File: config.mk
export PLATFORM = sky130hd
export DESIGN_NAME = alu_acc_stage
export DESIGN_NICKNAME = d
export VERILOG_FILES = /design/src/rtl/alu_acc_stage.sv
export SDC_FILE = /design/constraint.sdc
export NUM_CORES = 1
export LEC_CHECK = 0
export CORE_UTILIZATION = 55
export CTS_CLUSTER_SIZE = 10
export DETAILED_ROUTE_END_ITERATION = 6
export PLACE_DENSITY = 0.79
export SLEW_MARGIN = 20
export SYNTH_ARGS = -nofsm -noshare
export SYNTH_HDL_FRONTEND = slang
export SYNTH_SLANG_ARGS = --single-unit
File: constraint.sdc
create_clock -name clk -period 7.88 [get_ports clk]
set_clock_uncertainty 0.1 [all_clocks]
set_input_delay 1.182 -clock clk [delete_from_list [all_inputs] [get_ports clk]]
set_output_delay 1.182 -clock clk [all_outputs]
set_load 0.01 [all_outputs]
File: src/rtl/alu_acc_stage.sv
// rtl/alu_acc_stage.sv - ALU result capture, 16-bit accumulator and flagged output FIFO
// Define ALU_ACC_SAT_EN to make ACCUM saturate unsigned at 16'hFFFF instead of wrapping.
module alu_acc_stage #(
    parameter int WIDTH = 16,
    parameter int DEPTH = 4
) (
    input  logic                     clk,
    input  logic                     rst_n,
    input  logic                     res_valid,
    output logic                     res_ready,
    input  logic [WIDTH-1:0]         res_data,
    input  logic                     res_carry,
    input  logic [1:0]               acc_mode,
    output logic [WIDTH-1:0]         acc_val,
    output logic                     out_valid,
    input  logic                     out_ready,
    output logic [WIDTH-1:0]         out_data,
    output logic [3:0]               out_flags,
    output logic [$clog2(DEPTH):0]   count
);

    localparam int PW = $clog2(DEPTH);
    localparam int CW = PW + 1;

    localparam logic [1:0] MODE_LOAD  = 2'b00;
    localparam logic [1:0] MODE_ACCUM = 2'b01;
    localparam logic [1:0] MODE_PASS  = 2'b10;

    logic [WIDTH-1:0] acc;
    logic [WIDTH-1:0] acc_next;
    logic [PW-1:0]    wr_ptr;
    logic [PW-1:0]    rd_ptr;
    logic [CW-1:0]    cnt;
    logic [WIDTH+3:0] mem [DEPTH];

    logic             full;
    logic             accept;
    logic             push;
    logic             pop;
    logic [WIDTH:0]   sum;
    logic [WIDTH-1:0] push_data;
    logic             push_c;
    logic             push_v;
    logic [3:0]       push_flags;

    // res_ready comes only from registered occupancy, never from out_ready
    assign full      = (cnt == CW'(DEPTH));
    assign res_ready = !full;
    assign accept    = res_valid && res_ready;
    assign out_valid = (cnt != '0);
    assign pop       = out_valid && out_ready;
    assign sum       = {1'b0, acc} + {1'b0, res_data};

    always_comb begin
        acc_next  = acc;
        push_data = res_data;
        push_c    = res_carry;
        push_v    = 1'b0;
        push      = 1'b0;
        case (acc_mode)
            MODE_LOAD: begin
                acc_next = res_data;
                push     = accept;
            end
            MODE_ACCUM: begin
                push_c = sum[WIDTH];
                // V always reflects the unsaturated sum
                push_v = (acc[WIDTH-1] == res_data[WIDTH-1]) && (sum[WIDTH-1] != acc[WIDTH-1]);
`ifdef ALU_ACC_SAT_EN
                push_data = sum[WIDTH] ? {WIDTH{1'b1}} : sum[WIDTH-1:0];
`else
                push_data = sum[WIDTH-1:0];
`endif
                acc_next = push_data;
                push     = accept;
            end
            MODE_PASS: begin
                push = accept;
            end
            default: begin
                acc_next = '0;
            end
        endcase
        push_flags = {(push_data == '0), push_data[WIDTH-1], push_c, push_v};
    end

    always_ff @(posedge clk or negedge rst_n) begin
        if (!rst_n) begin
            acc    <= '0;
            wr_ptr <= '0;
            rd_ptr <= '0;
            cnt    <= '0;
        end else begin
            if (accept) begin
                acc <= acc_next;
            end
            if (push) begin
                wr_ptr <= wr_ptr + PW'(1);
            end
            if (pop) begin
                rd_ptr <= rd_ptr + PW'(1);
            end
            case ({push, pop})
                2'b10:   cnt <= cnt + CW'(1);
                2'b01:   cnt <= cnt - CW'(1);
                default: cnt <= cnt;
            endcase
        end
    end

    always_ff @(posedge clk) begin
        if (push) begin
            mem[wr_ptr] <= {push_data, push_flags};
        end
    end

    // Head is forced to zero when empty so reset and idle show a clean value
    assign out_data  = out_valid ? mem[rd_ptr][WIDTH+3:4] : '0;
    assign out_flags = out_valid ? mem[rd_ptr][3:0] : 4'h0;
    assign acc_val   = acc;
    assign count     = cnt;

endmodule

==> results.ini <==
[yosys]
seq_area_frac_synth_pct=51.9
syn_avg_cell_area_um2=12.0
postSynthRegisterBits=99
syn-num-nets=503
synth_edf_count=76
syn_area_mm2=0.00550
ys_async_sr_fraction_pct=23.2
synth_cell_types=58
synth_top_flop_cell=sky130_fd_sc_hd__edfxtp_1
ys_warn_count=0
synth_cells=457

[worst_setup_path]
path_max_fanout=5
critPathArrivalTime_ns=4.13
startpoint_type=primary input
endpoint_kind=register
criticalPathCategory=in2reg
cp.required_ns=7.94

[power_and_ir_drop]
share_clk_of_total_power_pct=12.7
lkg_pwr_uw=0.00230
vdd.ir_drop.worst_uv=175
cellInternalPower_uw=1450
comb_power_share_pct=53.0
power_switching_share_pct=38.3
net_switching_power_of_the_design_uw=902
p_per_area_mw_per_mm2=369
power.share.sequential_pct=34.3

[floorplanning]
top_level_ports=64
die_area_mm2=0.0104
die-height_um=102
initial_core_util_pct=56.6
die_width_um=102
rows=36
core_area_mm2=0.00973

[route]
ant_nets=0
via_count=3828
routed_wl_um=11500
drcViolationCount=0
ratio_of_routed_vias_to_standard_cells=5.93
iteration_0_drc_markers=179
drt_pass1_iterations=5
drt-wirelength-per-cell_um=17.8

[clock_network]
level_count_of_the_clock_h_tree=3
cts_hold_repair.buffers=0
tritoncts_num_sinks=99
tritoncts.num_buffers=9
path_clk_slew_ns=0.10
cts_buffer_depth=2
cts_post_setup_buffers_inserted=0
worstSkewPairLatency_ns=0.36
tritoncts=built
clock-root-buffer=sky130_fd_sc_hd__clkbuf_8
postCtsResizedCells=0

[outcome]
status=complete, no violations

[place]
place_inst=630
half_perimeter_wire_length_after_placement_um=8010
place_ws_ns=3.55
port_buffers=63
place.gp.congestion=0.887

[finish]
finalNetCount=554
share_of_cells_above_drive_strength_1_pct=11.3
layout.core_utilization_pct=65.6
fin_cells=646
register_area_mm2=0.00286
multi_input_comb_area_mm2=0.00246
antenna-diode-count=0
synthToLayoutAreaGrowth_pct=16.0
fillCellCount=756

[timing]
timing.final.setup_violations=0
max_slew_violation_total_from_the_final_report=0
grt_setup_unrepaired=no
worst_slew_margin_rel_pct=35.5
layout_setup_ws_ns=3.81
worst_slew_pin_tran_ns=0.968
max_freq_mhz=246
finalHoldViolCount=0
min_period_over_period_pct=51.7
fin_crit_ns=4.07
tns_ns=0

[global_routing]
first_global_vias=3680
initial_antenna_violation_count=0
groute.usage.overall_pct=24.1
grt_remaining_overflow=0
grt_pass1_wl_um=18800
maximum_number_of_pins_on_one_net_before_global_route_repair=38

[min_path]
min-delay-path-class=reg2reg

[run]
maxCapViolCount=0

==> Yosys cell counts, types with 3 or more instances <==
| library cell | instances | area (um^2) |
|---|---|---|
| sky130_fd_sc_hd__a22oi_1 | 4 | 30.0 |
| sky130_fd_sc_hd__buf_2 | 4 | 20.0 |
| sky130_fd_sc_hd__xnor2_1 | 6 | 52.6 |
| sky130_fd_sc_hd__nand3_1 | 9 | 45.0 |
| sky130_fd_sc_hd__ha_1 | 21 | 263 |
| sky130_fd_sc_hd__a21o_1 | 5 | 37.5 |
| sky130_fd_sc_hd__nor3_1 | 8 | 40.0 |
| sky130_fd_sc_hd__o211ai_1 | 5 | 37.5 |
| sky130_fd_sc_hd__xor2_1 | 6 | 52.6 |
| sky130_fd_sc_hd__clkbuf_1 | 21 | 78.8 |
| sky130_fd_sc_hd__buf_6 | 3 | 33.8 |
| sky130_fd_sc_hd__edfxtp_1 | 76 | 2280 |
| sky130_fd_sc_hd__or3_1 | 5 | 31.3 |
| sky130_fd_sc_hd__nor2_1 | 21 | 78.8 |
| sky130_fd_sc_hd__o221ai_1 | 9 | 78.8 |
| sky130_fd_sc_hd__mux4_2 | 19 | 428 |
| sky130_fd_sc_hd__dfrtp_1 | 23 | 576 |
| sky130_fd_sc_hd__and2_1 | 27 | 169 |
| sky130_fd_sc_hd__o21ai_1 | 4 | 20.0 |
| sky130_fd_sc_hd__a21oi_1 | 33 | 165 |
| sky130_fd_sc_hd__a211oi_1 | 5 | 37.5 |
| sky130_fd_sc_hd__a211o_1 | 3 | 26.3 |
| sky130_fd_sc_hd__nor3b_1 | 17 | 128 |
| sky130_fd_sc_hd__a211oi_2 | 4 | 50.1 |
| sky130_fd_sc_hd__or2_2 | 3 | 18.8 |
| sky130_fd_sc_hd__nand2_1 | 38 | 143 |
| sky130_fd_sc_hd__o21ai_0 | 21 | 105 |
| sky130_fd_sc_hd__nor2b_1 | 3 | 18.8 |
| sky130_fd_sc_hd__inv_1 | 13 | 48.8 |
==> critical path: stages <==
cell and delay [ns]:
sky130_fd_sc_hd__clkdlybuf4s50_1 0.47, sky130_fd_sc_hd__ha_1 0.27, sky130_fd_sc_hd__fa_1 0.43, sky130_fd_sc_hd__a21oi_1 0.26
sky130_fd_sc_hd__o21a_1 0.18, sky130_fd_sc_hd__o31ai_1 0.13, sky130_fd_sc_hd__or4_4 0.58, sky130_fd_sc_hd__nor4_2 0.23
sky130_fd_sc_hd__nand4_1 0.13, sky130_fd_sc_hd__a21oi_1 0.26
==> sequential cells by signal, indices dropped and copies added, names as in the netlist <==
signal / cells
rd_ptr: 2
wr_ptr: 2
acc_val: 16
count: 3
mem: 76
==> power by group through the flow <==
stage / Sequential (uW) / Clock [uW] / Combinational [uW]
6_report: 809 / 299 / 1250
4_1_cts: 811 / 303 / 1260
2_1_floorplan: 803 / 0 / 821
3_3_place_gp: 813 / 0 / 1230
5_1_grt: 825 / 325 / 1380
3_5_place_dp: 822 / 0 / 1250
==> final timing paths <==
kind	slack [ns]	cells past startpoint	endpoint	startpoint
worst max-delay path	3.81	10	mem[0][3]	res_data[0]
worst min-delay path	0.43	1	count[2]	count[2]
worst max register to register	4.72	9	mem[0][3]	acc_val[0]
worst min register to register	0.43	1	count[2]	count[2]
max in group asynchronous	6.32	2	acc_val[6]	rst_n
min in group asynchronous	1.09	2	count[1]	rst_n
==> placed cells by master, fill, tap and decap left out, drive strengths merged, types with 4 or more instances in the layout <==
cell and instances:
a21o 5, nand2 38, or3 5, edfxtp 76, a211oi 9, a21oi 34, xor2 7, nor2 21
nor3 9, xnor2 6, mux4 19, o21ai 25, nor3b 17, o211ai 5, clkbuf 10, buf 6
ha 21, and2 27, clkdlybuf4s50 63, nand3 9, inv 15, dfrtp 23, a22oi 4, o221ai 10
==> metal layers <==
metal  vias up  global-route usage (%)  wire [um]
met5         -                       0          0
met4         0                    8.57        240
met3        17                    3.76        533
met2       118                    40.8       5650
met1      1851                    31.8       5090
li1       1842                       -          -
==> final cells by class <==
cell class / instances / area share (%)
sequential: 99 / 44.8
multi-input combinational: 316 / 38.5
timing repair buffer: 69 / 10.6
tap: 133 / 2.61
clock buffer: 10 / 2.00
clock inverter: 6 / 0.784
inverter: 13 / 0.764
==> kinds of logic after synthesis <==
kind of cell	after synthesis	share of synthesized area (%)
AO/OA/AOI/OAI	114	14.3
XOR/XNOR	13	2.21
adder cells (fa/ha/maj)	23	5.50
buffers and inverters	42	3.43
flip-flops	99	51.9
multiplexers	21	8.14
AND/OR/NAND/NOR	145	14.5
==> metrics by stage <==
step           area, um^2  power, uW  hold WS (ns)
2_1_floorplan        5500       1620         0.433
3_3_place_gp         6210       2040         0.408
3_5_place_dp         6210       2070         0.420
4_1_cts              6380       2370         0.438
5_1_grt              6380       2530         0.476
6_report             6380       2360         0.432
Power figures use the tool's default switching activity.
==> RTL change 1 (same settings) <==
The parameter `DEPTH` goes from 4 to 16.
--- a/src/rtl/alu_acc_stage.sv
+++ b/src/rtl/alu_acc_stage.sv
@@ -2,7 +2,7 @@
 // Define ALU_ACC_SAT_EN to make ACCUM saturate unsigned at 16'hFFFF instead of wrapping.
 module alu_acc_stage #(
     parameter int WIDTH = 16,
-    parameter int DEPTH = 4
+    parameter int DEPTH = 16
 ) (
     input  logic                     clk,
     input  logic                     rst_n,
Interface: changed (resized count); port bits go from 64 to 66. No check against the original RTL was run, so the function may have changed too.
==> RTL change 1 against the unedited design <==
Power grew to 2.6 times the old value. Routed wire length grew to 2.7 times the old value. Cell area grew to 2.6 times the old value. Sequential cell count rose by 234. Synthesized area grew to 2.6 times the old value. Final cell count grew 92%. Sequential share of layout area rose by 15 points. Setup slack got worse by 1.3 ns. Largest power group is now sequential cells.
==> RTL change 1: results (changes against the unedited design) <==
global-route wire length before repair=48.00 mm (+160%); Place WS=1.920 ns (-1.628 ns); Comb power frac=35.5% (-18 points); Clk pwr share=25.3% (+13 points); Synth top cells by count=304 x edfxtp_1, 95 x mux4_2, 44 x nand2_1, 33 x clkbuf_1, 32 x a21oi_1; via/cell ratio=6.228 (+5.1%); worst slew pin tran=0.9889 ns (+0.02133 ns); Vias=7,741 (+100%); Worst-path clk slew=0.06 ns (-0.04 ns); PortBufs=65 (+3.2%); Synth Net Count=858 (+71%); gpl congestion=0.8621 (-2.8%); Root Buffer=clkbuf_16; vias in the first global route=7,899 (+110%); cell internal pwr=4249 uW (+190%); Seq group=2400 uW (+200%); crit path DAT=4.07 ns (-0.06 ns); layout cells sized above 1=20.48% (+9.2 points); min-delay src=rd_ptr[2]; Post-synth ARST share=8.709% (-15 points); hpwl dp=17.23 mm (+120%); worst skew pair latency=0.51 ns (+0.15 ns); gr usage total=24.87% (+0.75 points); Synth Instances=808 (+77%); Critical-path top delay cell=dfrtp_4; delay-heaviest family, CP=buffers and inverters; Filler cells=1,697 (+120%); Largest register FFs=304 (+300%); status=complete, no violations; Crit path largest cell delay=1.07 ns (+0.49 ns); Post-DP Area=15,510 sq um (+150%); Final nets=953 (+72%)
[RTL change 1: cells by family after synthesis]
family | Yosys count | share of synthesized area [%]
adders and majority gates | 27 | 2.456
AOI/OAI and AO/OA | 100 | 4.711
and+or+nand+nor | 163 | 6.078
xor gates and xnor gates | 20 | 1.219
DFF | 333 | 68.59
muxes | 98 | 15.11
buffers and inverters | 67 | 1.838
[RTL change 1: layout make-up]
class | instances | area (sq um) | share of cell area, %
flip-flops and latches | 333 | 9862 | 59.37
multi-input cells | 408 | 4274 | 25.73
clock buffers | 47 | 1027 | 6.184
repair buffers | 97 | 910.9 | 5.484
well taps | 330 | 412.9 | 2.486
inverters | 24 | 90.09 | 0.5423
clock inverters | 4 | 33.78 | 0.2034
[RTL change 1: layer usage]
metal	wire (microns)	up-vias	GRT usage [%]	part of all wire, %
met5	0	-	0	0
met4	682	0	6.818	2.2
met3	2568	55	4.165	8.1
met2	15250	375	39.83	48
met1	13150	3888	35.72	42
li1	-	3423	-	-
==> RTL change 2 (same settings) <==
Made on the original files. Make the reset (`rst_n`) synchronous in one clocked block.
--- a/src/rtl/alu_acc_stage.sv
+++ b/src/rtl/alu_acc_stage.sv
@@ -84,7 +84,7 @@
         push_flags = {(push_data == '0), push_data[WIDTH-1], push_c, push_v};
     end
 
-    always_ff @(posedge clk or negedge rst_n) begin
+    always_ff @(posedge clk) begin
         if (!rst_n) begin
             acc    <= '0;
             wr_ptr <= '0;
Check against the original RTL: differs if rst_n is asserted again (counterexample within 4 cycles, from zero or initial values and one cycle with rst_n low); with rst_n held inactive, the same outputs for 10 cycles.
==> RTL change 2 against the unedited design <==
Die area shrank 6.2%. First-iteration DRC count grew 26%. Cell area shrank 5.5%. Setup slack lost 0.23 ns. Routed wire length shrank 4.7%. Synthesized area shrank 6.3%. Sequential cell count grew 2. Critical path type unchanged. Largest cell class unchanged.
Power is not compared: it rests on default switching activity, and its combinational part moved more than twofold at a synthesized area within 25%.
==> RTL change 2: results (changes against the unedited design) <==
status=complete, no violations; Yosys top cell area share=44.27% (+2.8 points); global-route wire length before repair=17.68 mm (-5.7%); Place WS=3.265 ns (-0.2831 ns); Resized Gates After CTS=0 (unchanged); largest cells by area after synthesis=edfxtp_1 44%, dfxtp_1 9.7%, mux4_2 8.3%; hpwl dp=7.686 mm (-4.1%); Final Critical Period=4.300 ns (+0.2282 ns); hold slack=0.4518 ns (+0.02025 ns); leakage power=between 0.002 and 0.0025 uW; clk buf depth=2 (unchanged); largest net degree at the start of global routing=28 (-26%); DR iter-0 viols=225 (+26%); Worst-path clk slew=0.10 ns (about the same); Critical-path top delay cell=clkdlybuf4s50_1; PortBufs=63 (unchanged); Post-synth ARST share=0% (-23 points); Synth top cells by count=76 x edfxtp_1, 31 x and2_1, 31 x nand2_1, 25 x dfxtp_1, 23 x o21ai_0; Crit path largest cell delay=0.81 ns (+0.23 ns); CP max FO=27 (+22); Worst Hold Class=flip-flop to flip-flop; Seq/Total Area, Yosys=53.98% (+2.1 points); layout cells sized above 1=11.94% (+0.63 points); htree depth=3 (unchanged); maximum vdd drop=0.1338 mV; Wirelength per Cell=19.00 microns (+6.6%); Synth Net Count=455 (-9.5%); Final nets=510 (-7.9%); Largest register FFs=76 (unchanged); Ys Warns=0 (unchanged); via/cell ratio=6.073 (+2.5%); vias in the first global route=3,438 (-6.6%); gpl congestion=0.9400 (+6.0%); Slew HR=32.05% (-3.5 points); largest register by flop count=mem; crit path DAT=4.33 ns (+0.20 ns); Synth cell types=55 (-5.2%); gr usage total=23.98% (-0.14 points); R2R Setup Slk=4.66 ns (-0.06 ns)
[RTL change 2: cell count changes in the layout (fill, tap and decap cells not counted), sizes merged, moves of 7 or more]
| cell | before | now |
|---|---|---|
| nand2 | 38 | 31 |
| o221ai | 10 | 1 |
| dfxtp | 0 | 25 |
| nor3b | 17 | 0 |
| a21oi | 34 | 19 |
| nor2b | 3 | 11 |
| dfrtp | 23 | 0 |
| a211oi | 9 | 2 |
[RTL change 2: path summary, 6_finish.rpt]
| kind | from | endpoint | cells past startpoint |
|---|---|---|---|
| worst min register to register | acc_val[2] | acc_val[2] | 2 |
| worst min-delay path | acc_val[2] | acc_val[2] | 2 |
| worst max-delay path | acc_mode[1] | mem[3][3] | 7 |
| worst max register to register | acc_val[0] | mem[3][3] | 10 |
[RTL change 2: worst min-delay path: stages (launching register included)]
cell and delay [ns]:
dfxtp_1 0.34, a21oi_1 0.12, nor2b_1 0.05
[RTL change 2: final cells by class]
class / count / area, sq um
tap: 108 / 135.1
clock inverter: 6 / 57.56
multi-input combinational: 277 / 2245
sequential: 101 / 2783
inverter: 10 / 37.54
clock buffer: 10 / 127.6
timing repair buffer: 65 / 645.6
fill: 651 / 2860
[RTL change 2: cell families after synthesis]
| logic type | Yosys count | synth area share, % |
|---|---|---|
| compound gates | 92 | 12.23 |
| buf+inv | 31 | 2.476 |
| xor+xnor | 18 | 3.058 |
| flops | 101 | 53.98 |
| fa+ha+maj | 23 | 5.874 |
| simple gates | 117 | 12.31 |
| mux | 27 | 10.07 |
[RTL change 2: power breakdown]
part	total (uW)	internal (uW)	switching, uW
Clock	311	122	189
Sequential	663	633	29.8
Combinational	609	322	287
Total	1580	1080	506
[RTL change 2: routing by layer]
layer	track usage [%]	routed length [microns]	vias to the layer above	share of wire (%)
li1	-	-	1656	-
met1	33.22	4817	1713	44
met2	39.38	5428	122	50
met3	3.262	592	13	5.4
met4	7.922	126	0	1.1
met5	0	0	-	0
[RTL change 2: stage by stage]
| step | instances | utilization (%) | power, uW | cell area (sq um) |
|---|---|---|---|---|
| CTS | 577 | 67.83 | 1596 | 6031 |
| finish | 577 | 67.83 | 1583 | 6031 |
| global route | 577 | 67.83 | 1675 | 6031 |
| detailed placement | 561 | 65.75 | 1290 | 5846 |
| floorplan | 409 | - | 1045 | 5155 |
| global placement | 561 | 65.75 | 1276 | 5846 |
